**config.mk**
```make
export PLATFORM = sky130hd
export DESIGN_NAME = alu_multicycle
export DESIGN_NICKNAME = d
export VERILOG_FILES = /design/src/rtl/alu_multicycle.sv
export SDC_FILE = /design/constraint.sdc
export NUM_CORES = 1
export LEC_CHECK = 0
export ABC_AREA = 1
export CAP_MARGIN = 15
export CORE_ASPECT_RATIO = 0.6
export CORE_MARGIN = 3
export CORE_UTILIZATION = 66
export CTS_BUF_LIST = sky130_fd_sc_hd__clkbuf_16
export DETAILED_ROUTE_END_ITERATION = 12
export HOLD_SLACK_MARGIN = 0.05
export PLACE_DENSITY = 0.93
export RECOVER_POWER = 50
export SYNTH_ARGS = -nofsm -noshare
export SYNTH_HDL_FRONTEND = slang
export SYNTH_SLANG_ARGS = --single-unit
```
**constraint.sdc**
```tcl
create_clock -name clk -period 11.9 [get_ports clk]
set_input_delay 2.38 -clock clk [delete_from_list [all_inputs] [get_ports clk]]
set_output_delay 2.38 -clock clk [all_outputs]
set_load 0.01 [all_outputs]
```
**src/rtl/alu_multicycle.sv**
```systemverilog
// Multicycle ALU: registered result, valid/ready handshake, shift-add multiplier.
// Define ALU_MULTICYCLE_DIV_EN to build the restoring divider for DIVU/REMU.
module alu_multicycle #(
  parameter int WIDTH = 32,
  parameter int CNT_W = $clog2(WIDTH + 1)
) (
  input  logic             clk,
  input  logic             reset,
  input  logic             in_valid,
  output logic             in_ready,
  input  logic [WIDTH-1:0] A,
  input  logic [WIDTH-1:0] B,
  input  logic [3:0]       ALU_Control,
  output logic             out_valid,
  input  logic             out_ready,
  output logic [WIDTH-1:0] ALU_Result,
  output logic             Zero
);

  localparam logic [3:0] OP_AND = 4'b0000;
  localparam logic [3:0] OP_OR  = 4'b0001;
  localparam logic [3:0] OP_ADD = 4'b0010;
  localparam logic [3:0] OP_XOR = 4'b0011;
  localparam logic [3:0] OP_SUB = 4'b0110;
  localparam logic [3:0] OP_SLT = 4'b0111;
  localparam logic [3:0] OP_NOR = 4'b1100;
  localparam logic [3:0] OP_MUL = 4'b1000;
  localparam logic [3:0] OP_DIV = 4'b1001;
  localparam logic [3:0] OP_REM = 4'b1010;

  typedef enum logic [1:0] {S_IDLE, S_BUSY, S_DONE} state_t;

  state_t           r_state;
  state_t           w_next;
  logic [CNT_W-1:0] r_cnt;
  logic [WIDTH-1:0] r_a;       // multiplicand (shifts left) or divisor
  logic [WIDTH-1:0] r_b;       // multiplier (shifts right)
  logic [WIDTH-1:0] r_acc;     // product accumulator or partial remainder
  logic [WIDTH-1:0] r_result;
  logic             r_zero;
  logic             w_long;
  logic [WIDTH-1:0] w_single;
  logic [WIDTH-1:0] w_mul_acc;
  logic [WIDTH-1:0] w_final;

  function automatic logic [WIDTH-1:0] f_single(input logic [3:0] op,
                                                input logic [WIDTH-1:0] a,
                                                input logic [WIDTH-1:0] b);
    case (op)
      OP_AND:  return a & b;
      OP_OR:   return a | b;
      OP_ADD:  return a + b;
      OP_XOR:  return a ^ b;
      OP_SUB:  return a - b;
      OP_SLT:  return {{(WIDTH-1){1'b0}}, (a < b)};
      OP_NOR:  return ~(a | b);
      default: return '0;
    endcase
  endfunction

  assign w_single  = f_single(ALU_Control, A, B);
  assign w_mul_acc = r_acc + (r_b[0] ? r_a : '0);

`ifdef ALU_MULTICYCLE_DIV_EN
  localparam logic [1:0] K_MUL = 2'd0;
  localparam logic [1:0] K_DIV = 2'd1;
  localparam logic [1:0] K_REM = 2'd2;

  logic [1:0]       r_kind;
  logic [WIDTH-1:0] r_q;       // dividend shifting out, quotient shifting in
  logic [WIDTH:0]   w_shift;
  logic [WIDTH:0]   w_diff;
  logic             w_fit;
  logic [WIDTH-1:0] w_rem_nxt;
  logic [WIDTH-1:0] w_quo_nxt;

  assign w_long    = (ALU_Control == OP_MUL) || (ALU_Control == OP_DIV) ||
                     (ALU_Control == OP_REM);
  // A zero divisor always fits, giving all-ones quotient and remainder == A.
  assign w_shift   = {r_acc, r_q[WIDTH-1]};
  assign w_diff    = w_shift - {1'b0, r_a};
  assign w_fit     = ~w_diff[WIDTH];
  assign w_rem_nxt = w_fit ? w_diff[WIDTH-1:0] : w_shift[WIDTH-1:0];
  assign w_quo_nxt = {r_q[WIDTH-2:0], w_fit};

  always_comb begin
    case (r_kind)
      K_DIV:   w_final = w_quo_nxt;
      K_REM:   w_final = w_rem_nxt;
      default: w_final = w_mul_acc;
    endcase
  end
`else
  assign w_long  = (ALU_Control == OP_MUL);
  assign w_final = w_mul_acc;
`endif

  always_ff @(posedge clk or posedge reset) begin
    if (reset) begin
      r_state <= S_IDLE;
    end else begin
      r_state <= w_next;
    end
  end

  always_comb begin
    w_next    = r_state;
    in_ready  = 1'b0;
    out_valid = 1'b0;
    case (r_state)
      S_IDLE: begin
        in_ready = 1'b1;
        if (in_valid) w_next = w_long ? S_BUSY : S_DONE;
      end
      S_BUSY: begin
        if (r_cnt == CNT_W'(1)) w_next = S_DONE;
      end
      S_DONE: begin
        out_valid = 1'b1;
        if (out_ready) w_next = S_IDLE;
      end
      default: w_next = S_IDLE;
    endcase
  end

  // Datapath: latch on transfer, iterate in BUSY, write result on last step
  always_ff @(posedge clk or posedge reset) begin
    if (reset) begin
      r_cnt    <= '0;
      r_a      <= '0;
      r_b      <= '0;
      r_acc    <= '0;
      r_result <= '0;
      r_zero   <= 1'b1;
`ifdef ALU_MULTICYCLE_DIV_EN
      r_kind   <= K_MUL;
      r_q      <= '0;
`endif
    end else begin
      case (r_state)
        S_IDLE: begin
          if (in_valid) begin
            if (w_long) begin
              r_a   <= (ALU_Control == OP_MUL) ? A : B;
              r_b   <= B;
              r_acc <= '0;
              r_cnt <= CNT_W'(WIDTH);
`ifdef ALU_MULTICYCLE_DIV_EN
              r_q    <= A;
              r_kind <= (ALU_Control == OP_DIV) ? K_DIV :
                        (ALU_Control == OP_REM) ? K_REM : K_MUL;
`endif
            end else begin
              r_result <= w_single;
              r_zero   <= (w_single == '0);
            end
          end
        end
        S_BUSY: begin
          r_cnt <= r_cnt - CNT_W'(1);
`ifdef ALU_MULTICYCLE_DIV_EN
          if (r_kind == K_MUL) begin
            r_acc <= w_mul_acc;
            r_a   <= r_a << 1;
            r_b   <= r_b >> 1;
          end else begin
            r_acc <= w_rem_nxt;
            r_q   <= w_quo_nxt;
          end
`else
          r_acc <= w_mul_acc;
          r_a   <= r_a << 1;
          r_b   <= r_b >> 1;
`endif
          if (r_cnt == CNT_W'(1)) begin
            r_result <= w_final;
            r_zero   <= (w_final == '0);
          end
        end
        default: ;
      endcase
    end
  end

  assign ALU_Result = r_result;
  assign Zero       = r_zero;

endmodule

```
==> summary.log <==
qor: layout.drive_gt1_share 2.44%
qor: synthesis.synth_cells 2560
qor: flow_run.cap_viol_max_count 2
qor: layout.n_fill_cell 1788
qor: power.switching_power 0.00177 W
qor: grt.grt_first_pass_wirelength 87000 um
qor: min_path.worst_hold_path.num_cells 1
qor: synthesis.synth_enable_flop_cells 0
qor: synthesis.avgSynthCellArea 5.94 um^2
qor: outcome.run_status finished, violations left
qor: floorplanning.dieWidth 202 um
qor: placed_design.globalplace.congestion 1.15
qor: power.vdd_ir_drop_max 214 uV
qor: drt.detail_route.wirelength 57700 um
qor: grt.grt_pass1_vias 16300
qor: drt.drt-pass1-iter-count 7
qor: setup_path.r2r_setup_slack 7.98 ns
qor: clocking.clock-sinks 137
qor: layout.design.final.nets 2819
qor: timing.timing_hold_violations_final 0
qor: drt.drtAntennaViolNets 0
qor: timing.drv_slew 140
qor: clocking.cts_buffers 17
qor: min_path.holdCritPathClass reg -> reg
qor: synthesis.ys_types 50
qor: floorplanning.boundaryPins 107
qor: grt.antenna_violations_before_repair 2
qor: clocking.ctsLongestPathBuffers 2
qor: setup_path.timing_worst_setup_path_type in -> async
qor: layout.syn2layout_area_growth 11.6%
qor: synthesis.synth_warnings 0
qor: power.fraction_of_power_consumed_by_the_clock_network 15.8%
qor: outcome.failing_checks capacitance limit, slew limit
qor: grt.global_route.usage.total 44.8%
qor: timing.finalWorstPathRequiredPeriod 7.88 ns
qor: power.swShare 51.2%
qor: timing.final.hold.worst_slack 0.484 ns
qor: drt.drc 0
qor: setup_path.startpoint_type primary input
qor: power.internal_power_consumption 0.00169 W
qor: placed_design.dp_hpwl 43400 um
qor: clocking.path_clk_slew 0.06 ns
qor: placed_design.port_buffers 106
qor: setup_path.worst_setup_path_end_kind async pin
qor: timing.setup_viol 0
qor: setup_path.critPathArrivalTime 7.52 ns
qor: timing.max_freq 0.127 GHz
qor: grt.pin_count_of_the_biggest_net_entering_global_routing 126
qor: clocking.htree_num_levels 4
qor: power.power-per-cell-area 204 nW/um^2
qor: clocking.clock_tree_from_tritoncts yes
qor: floorplanning.std_cell_rows 42
qor: floorplanning.placeableCoreArea 22300 um^2
qor: setup_path.timing.critical_path.required 11.54 ns
qor: drt.wl_per_cell 19.7 um
qor: timing.timing.max_slew.rel_slack -162%
qor: power.share_seq_of_total_power 24.1%
qor: clocking.ctsRootBufferMaster clkbuf_16
qor: timing.rsz_0062_raised_after_global_routing no
qor: synthesis.ys_seq_elements 137
qor: setup_path.critical_path_peak_fanout 73
qor: clocking.cts_hold_repair.buffers 0
qor: synthesis.async_reset_ff_share 100%
qor: synthesis.synth-main-ff-cell dfrtp_1
qor: layout.sequential_standard_cell_area 3430 um^2
qor: grt.grt.overflow.total 0
qor: layout.final_core_utilization 76.0%
qor: timing.timing.final.crit_share 66.2%
qor: drt.detailroute.via_count 18200
qor: synthesis.syn-num-nets 2772
qor: drt.routed_via_density 6.22
qor: clocking.worst_skew_pair.late_latency 0.44 ns
qor: layout.mostFrequentLayoutCell nand2_1
qor: drt.drt_first_iter_violations 3045
qor: synthesis.synth_cell_area 15200 um^2
qor: floorplanning.chipHeight 124 um
qor: setup_path.worstRegToRegCells 12
qor: timing.worstMarginPinSlew 3.92 ns
qor: timing.setup_tns 0 ns
qor: power.p_leak 9.45 nW
qor: clocking.post-cts-setup-buffers 0
qor: layout.multi_input_gate_area_in_the_final_layout 9700 um^2
qor: synthesis.ys_seq_area_share 22.6%
qor: clocking.cts_resized 0
qor: layout.most-common-layout-cells 842 x nand2_1, 446 x inv_1, 224 x nor2_1
qor: floorplanning.fp.dieArea 25000 um^2
qor: floorplanning.initial_utilization 68.1%
qor: timing.final.setup_skew 0.00925 ns
qor: power.power_frac_comb 60.0%
==> critical path, cell delays in order <==
cell and delay, ns:
dlygate4sd3_1 0.54, clkinvlp_2 1.66, clkbuf_1 2.85
==> cells in the mapped netlist, types with 2 or more instances <==
cell / instances / area, um^2
a211oi_1: 10 / 75.1
a21boi_0: 12 / 90.1
a21o_1: 2 / 15.0
a21oi_1: 105 / 526
a221oi_1: 15 / 131
a2bb2oi_1: 8 / 70.1
a31oi_1: 33 / 206
and2_1: 2 / 12.5
and3_1: 3 / 18.8
buf_1: 9 / 33.8
buf_2: 29 / 145
clkbuf_1: 46 / 173
dfrtp_1: 136 / 3400
fa_1: 3 / 60.1
ha_1: 137 / 1710
inv_1: 448 / 1680
inv_2: 6 / 22.5
nand2_1: 843 / 3160
nand3_1: 201 / 1010
nand3_2: 3 / 30.0
nand3b_1: 5 / 37.5
nand4_1: 37 / 231
nor2_1: 223 / 837
nor2_2: 2 / 12.5
nor3_1: 21 / 105
nor3_2: 2 / 20.0
nor3b_1: 2 / 15.0
nor4_1: 2 / 12.5
o211ai_1: 36 / 270
o21a_1: 9 / 67.6
o21ai_0: 97 / 485
o21ai_1: 14 / 70.1
o21bai_1: 6 / 45.0
o22ai_1: 23 / 144
or2_2: 6 / 37.5
xnor2_1: 2 / 17.5
xor2_1: 9 / 78.8
==> power by group through the flow <==
stage               Clock (W)  Combinational [W]  Sequential (W)
finish               0.000548            0.00208        0.000835
global route         0.000567            0.00226        0.000851
CTS                  0.000545            0.00199        0.000838
detailed placement          0            0.00195        0.000838
global placement            0            0.00189        0.000829
floorplan                   0            0.00134        0.000813
==> worst paths after layout <==
path	startpoint	endpoint
worst max-delay path	reset	r_b[6]$_DFFE_PP0P_
min in group asynchronous	reset	ALU_Result[30]$_DFFE_PP0P_
worst min-delay path	ALU_Result[1]$_DFFE_PP0P_	ALU_Result[1]$_DFFE_PP0P_
worst max register to register	r_state[1]$_DFFE_PP0P_	ALU_Result[1]$_DFFE_PP0P_
worst min register to register	ALU_Result[1]$_DFFE_PP0P_	ALU_Result[1]$_DFFE_PP0P_
max in group clk	A[24]	Zero$_DFFE_PP1P_
==> sequential cells by signal, summed over array words and instances, names as in the netlist <==
| name | cells |
|---|---|
| r_a | 32 |
| r_b | 32 |
| r_cnt | 6 |
| Zero | 1 |
| ALU_Result | 32 |
| r_acc | 32 |
| r_state | 2 |
==> final cells by class <==
type,instances,area share (%)
inverters,455,10.1
diodes,2,0.0295
repair buffers,114,6.70
multi-input cells,1882,57.2
well taps,308,2.27
clock buffers,17,2.51
flip-flops and latches,137,20.2
clock inverters,15,0.988
==> metal layers <==
layer	GRT usage, %	up-vias	wire length, um
met5	2.58	-	100
met4	17.9	4	2640
met3	15.2	293	9370
met1	62.0	8179	22700
li1	-	8237	-
met2	64.1	1510	22900
==> metrics by stage <==
stage / std cells / total power [W] / cell area, um^2 / worst slack [ns]
after global placement: 2895 / 0.00272 / 16400 / 5.79
after global routing: 2928 / 0.00368 / 17000 / 3.14
after floorplan: 2560 / 0.00216 / 15200 / 5.85
after detailed placement: 2895 / 0.00279 / 16400 / 5.79
after CTS: 2927 / 0.00337 / 16900 / 6.25
final: 2930 / 0.00346 / 17000 / 4.02
==> logic make-up after synthesis <==
logic type | after synthesis | share of synthesized area [%]
simple gates | 1356 | 36.8
buf+inv | 541 | 13.7
xor+xnor | 11 | 0.634
compound gates | 375 | 14.7
flops | 137 | 22.6
fa+ha+maj | 140 | 11.7
No activity file was read; power rests on OpenSTA's default activity.
